==> src/rtl/pipelined_crossbar.sv <==
// Pipelined crossbar: every output owns a small FIFO. Each output picks one
// input through sel_i/req_i. A flit moves into the crossbar only when all of
// the outputs that claim its input have room, so one flit copied to several
// outputs is delivered to all of them or to none of them.
module pipelined_crossbar #(
  parameter  int INPUT_NUM  = 5,
  parameter  int OUTPUT_NUM = 5,
  parameter  int FLIT_WIDTH = 64,
  parameter  int DEPTH      = 2,
  localparam int SEL_SIZE   = $clog2(INPUT_NUM)
) (
  input  logic                                   clk,
  input  logic                                   rst,
  input  logic [INPUT_NUM-1:0][FLIT_WIDTH-1:0]   data_i,
  input  logic [INPUT_NUM-1:0]                   valid_i,
  output logic [INPUT_NUM-1:0]                   ready_o,
  input  logic [OUTPUT_NUM-1:0][SEL_SIZE-1:0]    sel_i,
  input  logic [OUTPUT_NUM-1:0]                  req_i,
  output logic [OUTPUT_NUM-1:0][FLIT_WIDTH-1:0]  data_o,
  output logic [OUTPUT_NUM-1:0]                  valid_o,
  input  logic [OUTPUT_NUM-1:0]                  ready_i,
  output logic                                   err_o
);

  localparam int PTR_W = $clog2(DEPTH);
  localparam int CNT_W = PTR_W + 1;

  logic [PTR_W-1:0]      wr_ptr_q [OUTPUT_NUM];
  logic [PTR_W-1:0]      wr_ptr_d [OUTPUT_NUM];
  logic [PTR_W-1:0]      rd_ptr_q [OUTPUT_NUM];
  logic [PTR_W-1:0]      rd_ptr_d [OUTPUT_NUM];
  logic [CNT_W-1:0]      count_q  [OUTPUT_NUM];
  logic [CNT_W-1:0]      count_d  [OUTPUT_NUM];
  logic                  err_q, err_d;
  logic [FLIT_WIDTH-1:0] mem_q    [OUTPUT_NUM][DEPTH];

  logic [OUTPUT_NUM-1:0][INPUT_NUM-1:0] claim;
  logic [OUTPUT_NUM-1:0] full, bad_sel, enq, deq;
  logic [INPUT_NUM-1:0]  has_claim, blocked, xfer;
  logic [FLIT_WIDTH-1:0] enq_data [OUTPUT_NUM];

  // Decode which inputs each output claims, and flag selects that point past the last input.
  always_comb begin
    // NOTE: give every combinational output a value before any branch, so no latch is inferred.
    claim   = '0;
    full    = '0;
    bad_sel = '0;
    for (int j = 0; j < OUTPUT_NUM; j++) begin
      full[j]    = (count_q[j] == CNT_W'(DEPTH));
      bad_sel[j] = req_i[j] && (int'(sel_i[j]) >= INPUT_NUM);
      for (int i = 0; i < INPUT_NUM; i++) begin
        claim[j][i] = req_i[j] && (sel_i[j] == SEL_SIZE'(i));
      end
    end
  end

  // An input is ready when it has at least one claimant and no claimant buffer is full.
  always_comb begin
    has_claim = '0;
    blocked   = '0;
    ready_o   = '0;
    xfer      = '0;
    for (int i = 0; i < INPUT_NUM; i++) begin
      for (int j = 0; j < OUTPUT_NUM; j++) begin
        has_claim[i] = has_claim[i] | claim[j][i];
        blocked[i]   = blocked[i] | (claim[j][i] & full[j]);
      end
      ready_o[i] = has_claim[i] & ~blocked[i];
      xfer[i]    = valid_i[i] & ready_o[i];
    end
  end

  // Steer each accepted flit to every output that claims it (multicast), then step pointers and counts.
  always_comb begin
    err_d = err_q | (|bad_sel);
    for (int j = 0; j < OUTPUT_NUM; j++) begin
      enq[j]      = 1'b0;
      enq_data[j] = '0;
      for (int i = 0; i < INPUT_NUM; i++) begin
        if (claim[j][i]) begin
          enq[j]      = xfer[i];
          enq_data[j] = data_i[i];
        end
      end
      deq[j]      = valid_o[j] & ready_i[j];
      wr_ptr_d[j] = wr_ptr_q[j] + PTR_W'(enq[j]);
      rd_ptr_d[j] = rd_ptr_q[j] + PTR_W'(deq[j]);
      count_d[j]  = count_q[j] + CNT_W'(enq[j]) - CNT_W'(deq[j]);
    end
  end

  // Output view: the head flit while the buffer is non-empty, otherwise zero.
  always_comb begin
    for (int j = 0; j < OUTPUT_NUM; j++) begin
      valid_o[j] = (count_q[j] != '0);
      data_o[j]  = valid_o[j] ? mem_q[j][rd_ptr_q[j]] : '0;
    end
  end

  assign err_o = err_q;

  // Control state: pointers, occupancy and the sticky error flag.
  always_ff @(posedge clk or negedge rst) begin
    // NOTE: sequential state uses non-blocking assignments, so every flop samples values from before the edge.
    if (!rst) begin
      err_q <= 1'b0;
      for (int j = 0; j < OUTPUT_NUM; j++) begin
        wr_ptr_q[j] <= '0;
        rd_ptr_q[j] <= '0;
        count_q[j]  <= '0;
      end
    end else begin
      err_q <= err_d;
      for (int j = 0; j < OUTPUT_NUM; j++) begin
        wr_ptr_q[j] <= wr_ptr_d[j];
        rd_ptr_q[j] <= rd_ptr_d[j];
        count_q[j]  <= count_d[j];
      end
    end
  end

  // Flit storage: written on enqueue only.
  always_ff @(posedge clk) begin
    // NOTE: storage is not reset; a zero count hides any stale entries, and data_o is forced to zero when a buffer is empty.
    for (int j = 0; j < OUTPUT_NUM; j++) begin
      if (enq[j]) mem_q[j][wr_ptr_q[j]] <= enq_data[j];
    end
  end

endmodule
==> config.mk <==
export PLATFORM = sky130hd
export DESIGN_NAME = pipelined_crossbar
export DESIGN_NICKNAME = d
export VERILOG_FILES = /design/src/rtl/pipelined_crossbar.sv
export SDC_FILE = /design/constraint.sdc
export NUM_CORES = 1
export LEC_CHECK = 0
export ABC_AREA = 0
export ABC_CLOCK_PERIOD_IN_PS = 5120
export CAP_MARGIN = 20
export CORE_MARGIN = 5
export CORE_UTILIZATION = 25
export DETAILED_ROUTE_END_ITERATION = 6
export PLACE_DENSITY = 0.52
export SYNTH_ARGS = -nofsm -noshare
export SYNTH_HDL_FRONTEND = slang
export SYNTH_SLANG_ARGS = --single-unit
export TNS_END_PERCENT = 10
==> constraint.sdc <==
create_clock -name clk -period 5.12 [get_ports clk]
set_input_delay 1.024 -clock clk [delete_from_list [all_inputs] [get_ports clk]]
set_output_delay 1.024 -clock clk [all_outputs]
set_load 0.01 [all_outputs]
## Yosys cells after proc, flatten, opt, wreduce, memory -nomap -nowiden

Memory sizes are Yosys's and may differ from the RTL's.
Cells that the tools add are included.

| storage, ports and cells | value |
|---|---|
| bits of input ports | 352 |
| word-level logic and storage cells | 314 |
| output and inout bits | 331 |
| flip-flop bits (word level) | 21 |
| memories | 1 |
| bits in writable memories | 640 |

Memories:

| name | words | width | rd ports | clocked after memory_dff | wr ports | line | source |
|---|---|---|---|---|---|---|---|
| mem_q | 5 | 128 | 5 | 0 | 5 | 35 | `logic [FLIT_WIDTH-1:0] mem_q [OUTPUT_NUM][DEPTH];` |

| cells by class | value |
|---|---|
| mux-type cells | 90 |
| reductions and logical operators | 46 |
| $lt $le $gt $ge | 20 |
| bitwise gates (word level) | 96 |
| $add $sub $neg | 20 |
| eq/ne operators | 25 |

Operators by type and width:

| cell | number |
|---|---|
| $mux 64 | 50 |
| $mux 128 | 5 |
| $demux 64 s1 | 5 |
| $or 1x1->1 | 41 |
| $and 1x1->1 | 40 |
| $logic_and 1x1->1 | 35 |
| $eq 3x2->1 const B | 10 |
| $mux 1 | 30 |
| $ge 2x2->1 const B | 10 |
| $not 1->2 | 10 |
| $eq 3x1->1 const B | 5 |
| $eq 3x3->1 const B | 5 |
| $ge 3x3->1 const B | 5 |
| $logic_not 3->1 | 5 |
| $add 1x1->1 | 10 |
| $add 2x1->2 | 5 |
| $eq 2x2->1 const B | 5 |
| $lt 2x1->1 const B | 5 |
| $reduce_bool 2->1 | 5 |
| $sub 2x1->2 | 5 |
| $not 1->1 | 5 |
| $reduce_or 5->1 | 1 |

## Logic depth before layout (Yosys ltp)

| depth | value |
|---|---|
| word-level depth | 17 |
| depth in mapped cells | 12 |
| depth with buffers taken out | 10 |

## Least setup slack after synthesis

Ideal clock, no wire load.

| timing path | value |
|---|---|
| path type | input port to flip-flop |
| from | input sel_i[10] (netlist name) |
| to | memory mem_q[0][384] (netlist name), enable pin |
| path buffers | 1 |
| setup time | 429 ps |
| setup slack | 668 ps |
| required time | 4691 ps |
| stages | 7 |
| arrival time | 4023 ps |
| path through | buf_4 -> and4bb_1 -> nor3b_2 -> nor3_1 -> a221oi_2 -> a211oi_1 -> ha_1 |

RTL lines:

| what | line | source |
|---|---|---|
| start, declared | 17 | `input logic [OUTPUT_NUM-1:0][SEL_SIZE-1:0] sel_i,` |
| end, declared | 35 |  |

## Final worst setup path

| timing path | value |
|---|---|
| from | input sel_i[14] (netlist name) |
| to | output ready_o[2] |

| between the ends | value |
|---|---|
| word-level cells in the longest chain between the ends | 6 |
| elaborated cells between the ends (all ways) | 7 |
| classes of those cells | eq/ne (1); bitwise (5); reduce/logical (1) |

RTL lines:

| what | line | source |
|---|---|---|
| $eq 3x2->1 * | 52 | `claim[j][i] = req_i[j] && (sel_i[j] == SEL_SIZE'(i));` |
| $logic_and 1x1->1 * | 52 |  |
| $and 1x1->1 | 66 | `blocked[i] = blocked[i] \| (claim[j][i] & full[j]);` |
| $or 1x1->1 | 66 |  |
| $not 1->1 | 68 | `ready_o[i] = has_claim[i] & ~blocked[i];` |
| $and 1x1->1 * | 68 |  |
| end, declared | 16 | `output logic [INPUT_NUM-1:0] ready_o,` |

Mark *: on every way between the ends. The rest lies on a longest branch, timed or not.

==> results.cfg <==
[synthesis]
yosysSeqAreaShare_pct = 56.7
ys_top_cells_by_area = edfxtp_1 55%, mux2i_1 11%, nor2_1 4.9%
yosysWarnings = 0
netlist_instances = 3078
post-synth-top-count-cell = edfxtp_1
synthTopCellsByCount = 640 x edfxtp_1, 459 x nor2_1, 384 x mux2i_1, 244 x nand2_1
synth_edf_count = 640
syn_area_per_cell_um2 = 11.3
netlist_area_um2 = 34800
synth-async-reset-ratio_pct = 3.18
synth_top_flop_cell = edfxtp_1
yosysTopAreaCellShare_pct = 55.2
yosys_register_bits = 661
syn-num-nets = 3450
synth_top_area_cell = edfxtp_1
ys_types = 59

[routing]
via_count = 31745
drt-total-wl_mm = 189
drc = 21
post_drt_via_cell_ratio = 5.64
routed-wl-met3_mm = 20.7
m1WireLength_mm = 75.1
drt-wirelength-per-cell_um = 33.6
drtIter0Drc = 4510
met2_wirelength_mm = 84.9
dr.pass1.iters = 7
routed.top_layer = met5
drtAntennaViolNets = 0

[sta]
setup-tns-final_ns = 0
final.setup.worst_slack_ns = 0.545
slew_headroom_pct = 14.9
min_period_ns = 4.58
min_period_over_period_pct = 89.4
skew_ns = 0.0419
slew_viol_final = 0
fin_hold_ws_ns = 0.620
hold_viol = 0
fmax_mhz = 219
setup_violations = 0
worstMarginPinSlew_ns = 1.28
rsz0062_at_grt = false

[placed_design]
io_buffers = 682
dp_hpwl_mm = 129
dp_slack_ns = 0.670
post-place-cells = 5463
place_congestion = 0.875
placed_cell_area_um2 = 44300

[final_layout]
drive_above_1_share_pct = 7.85
finalInstanceArea_um2 = 47100
final_util_pct = 33.9
fin_cells = 5628
layout.nets = 4040
fill_cells = 13920
area_growth_pct = 35.3

[clock_network]
clkTransAtPathRegs_ns = 0.07
cts_resized = 0
cts_tree = yes
cts_root_buf = clkbuf_16
htree_levels = 3
cts_hold_buf = 0
numCtsBuffers = 79
cts_buffer_depth = 3
clock_latency_ns = 0.69
postCtsSetupRepairBufs = 0
cts_sinks = 661

[floorplanning]
start_util_pct = 25.0
num_rows = 137
ios = 683
dieArea_um2 = 147000
die_x_um = 383
fp.coreArea_um2 = 139000
die_y_um = 383

[global_routing]
track_usage_pct = 24.7
grt_pass1_vias = 30614
grt_overflow_total = 0
grt_max_degree = 66
grt_pass1_wl_mm = 255
grt_antenna_before_repair = 31

[setup_path]
startpoint = sel_i[14]
crit_chain = clkdlybuf4s50_1, nand2b_1, o22ai_1, nor2_1, o21ai_0, a31oi_1, clkdlybuf4s50_1
crit_family = buffers and inverters
slowest_stage = clkdlybuf4s50_1
endpoint_kind = primary output
crit_arrival_ns = 3.55
r2r_start = count_q[2]$_DFF_PN0_
critPathLaunchType = input port
cp_max_fo = 8
path_class = input port to primary output
r2r_cells = 9
slowest_delay_ns = 0.65
required_ns = 4.10
critPathMostFrequentCell = clkdlybuf4s50_1
cp.depth = 7
worst-path-buf-inv = 2

[worst_hold_path]
hp-class = flop to flop
min-delay-start = count_q[3]$_DFF_PN0_
hold_depth = 1

[pwr]
powerDensity_nw_per_um2 = 483
peakVddDrop_v = 0.000256
total_power_mw = 22.7
p_leak_nw = 16.2

[flow_run]
cap_violations = 0

[outcome]
violations = DRC
status = finished, violations left
registers in the layout, indices dropped and copies added (netlist names):
| register | count |
|---|---|
| err_o | 1 |
| wr_ptr_q | 5 |
| mem_q | 640 |
| count_q | 10 |
| rd_ptr_q | 5 |
cell families (layout without fill, tap and decap cells):
| logic type | Yosys count | after routing | synth area share [%] |
|---|---|---|---|
| AND/OR/NAND/NOR | 783 | 783 | 9.27 |
| adder cells (fa/ha/maj) | 20 | 20 | 0.719 |
| multiplexers | 384 | 384 | 11.0 |
| buffers and inverters | 299 | 954 | 3.37 |
| XOR/XNOR | 15 | 15 | 0.377 |
| other | 0 | 19 | 0 |
| flip-flops | 661 | 661 | 56.7 |
| AO/OA/AOI/OAI | 916 | 916 | 18.5 |
report_power, final:
part | internal [mW] | switching (mW) | leakage (nW)
Clock | 3.68 | 2.39 | 1.34
Combinational | 4.02 | 5.33 | 8.65
Sequential | 6.70 | 0.626 | 6.20
path summary, 6_finish.rpt:
check	end	slack, ns
worst max-delay path	ready_o[2]	0.54
worst min-delay path	count_q[3]$_DFF_PN0_	0.62
worst max register to register	mem_q[0][599]$_DFFE_PP_	1.90
worst min register to register	count_q[3]$_DFF_PN0_	0.62
max in group asynchronous	rd_ptr_q[0]$_DFF_PN0_	3.52
min in group asynchronous	err_o$_DFF_PN0_	0.86
per-layer routing:
| metal | vias up | GRT usage (%) |
|---|---|---|
| met5 | - | 0.595 |
| met4 | 16 | 8.96 |
| met3 | 458 | 7.84 |
| met2 | 2158 | 38.9 |
| met1 | 15810 | 31.7 |
| li1 | 13303 | - |
area by class of cell:
| type | instances | area, um2 | share of cell area [%] |
|---|---|---|---|
| clock buffers | 92 | 2120 | 4.50 |
| flip-flops and latches | 661 | 19800 | 42.0 |
| well taps | 1876 | 2350 | 4.98 |
| diodes | 19 | 47.5 | 0.101 |
| repair buffers | 783 | 7790 | 16.5 |
| multi-input cells | 2118 | 14300 | 30.3 |
| inverters | 25 | 93.8 | 0.199 |
| clock inverters | 54 | 654 | 1.39 |
layout by cell type, fill, tap and decap left out, types with 21 or more instances in the layout:
| cell | instances |
|---|---|
| a221oi_1 | 194 |
| a21oi_1 | 21 |
| a31oi_1 | 73 |
| edfxtp_1 | 640 |
| buf_4 | 85 |
| inv_1 | 23 |
| nand2_1 | 244 |
| mux2i_1 | 384 |
| a22oi_1 | 131 |
| o22ai_1 | 183 |
| o21ai_0 | 26 |
| a221o_1 | 44 |
| nor2_4 | 21 |
| a222oi_1 | 21 |
| clkbuf_16 | 83 |
| nor2_1 | 438 |
| clkdlybuf4s50_1 | 681 |
| o21ai_1 | 194 |
(Power assumes the default switching activity.)
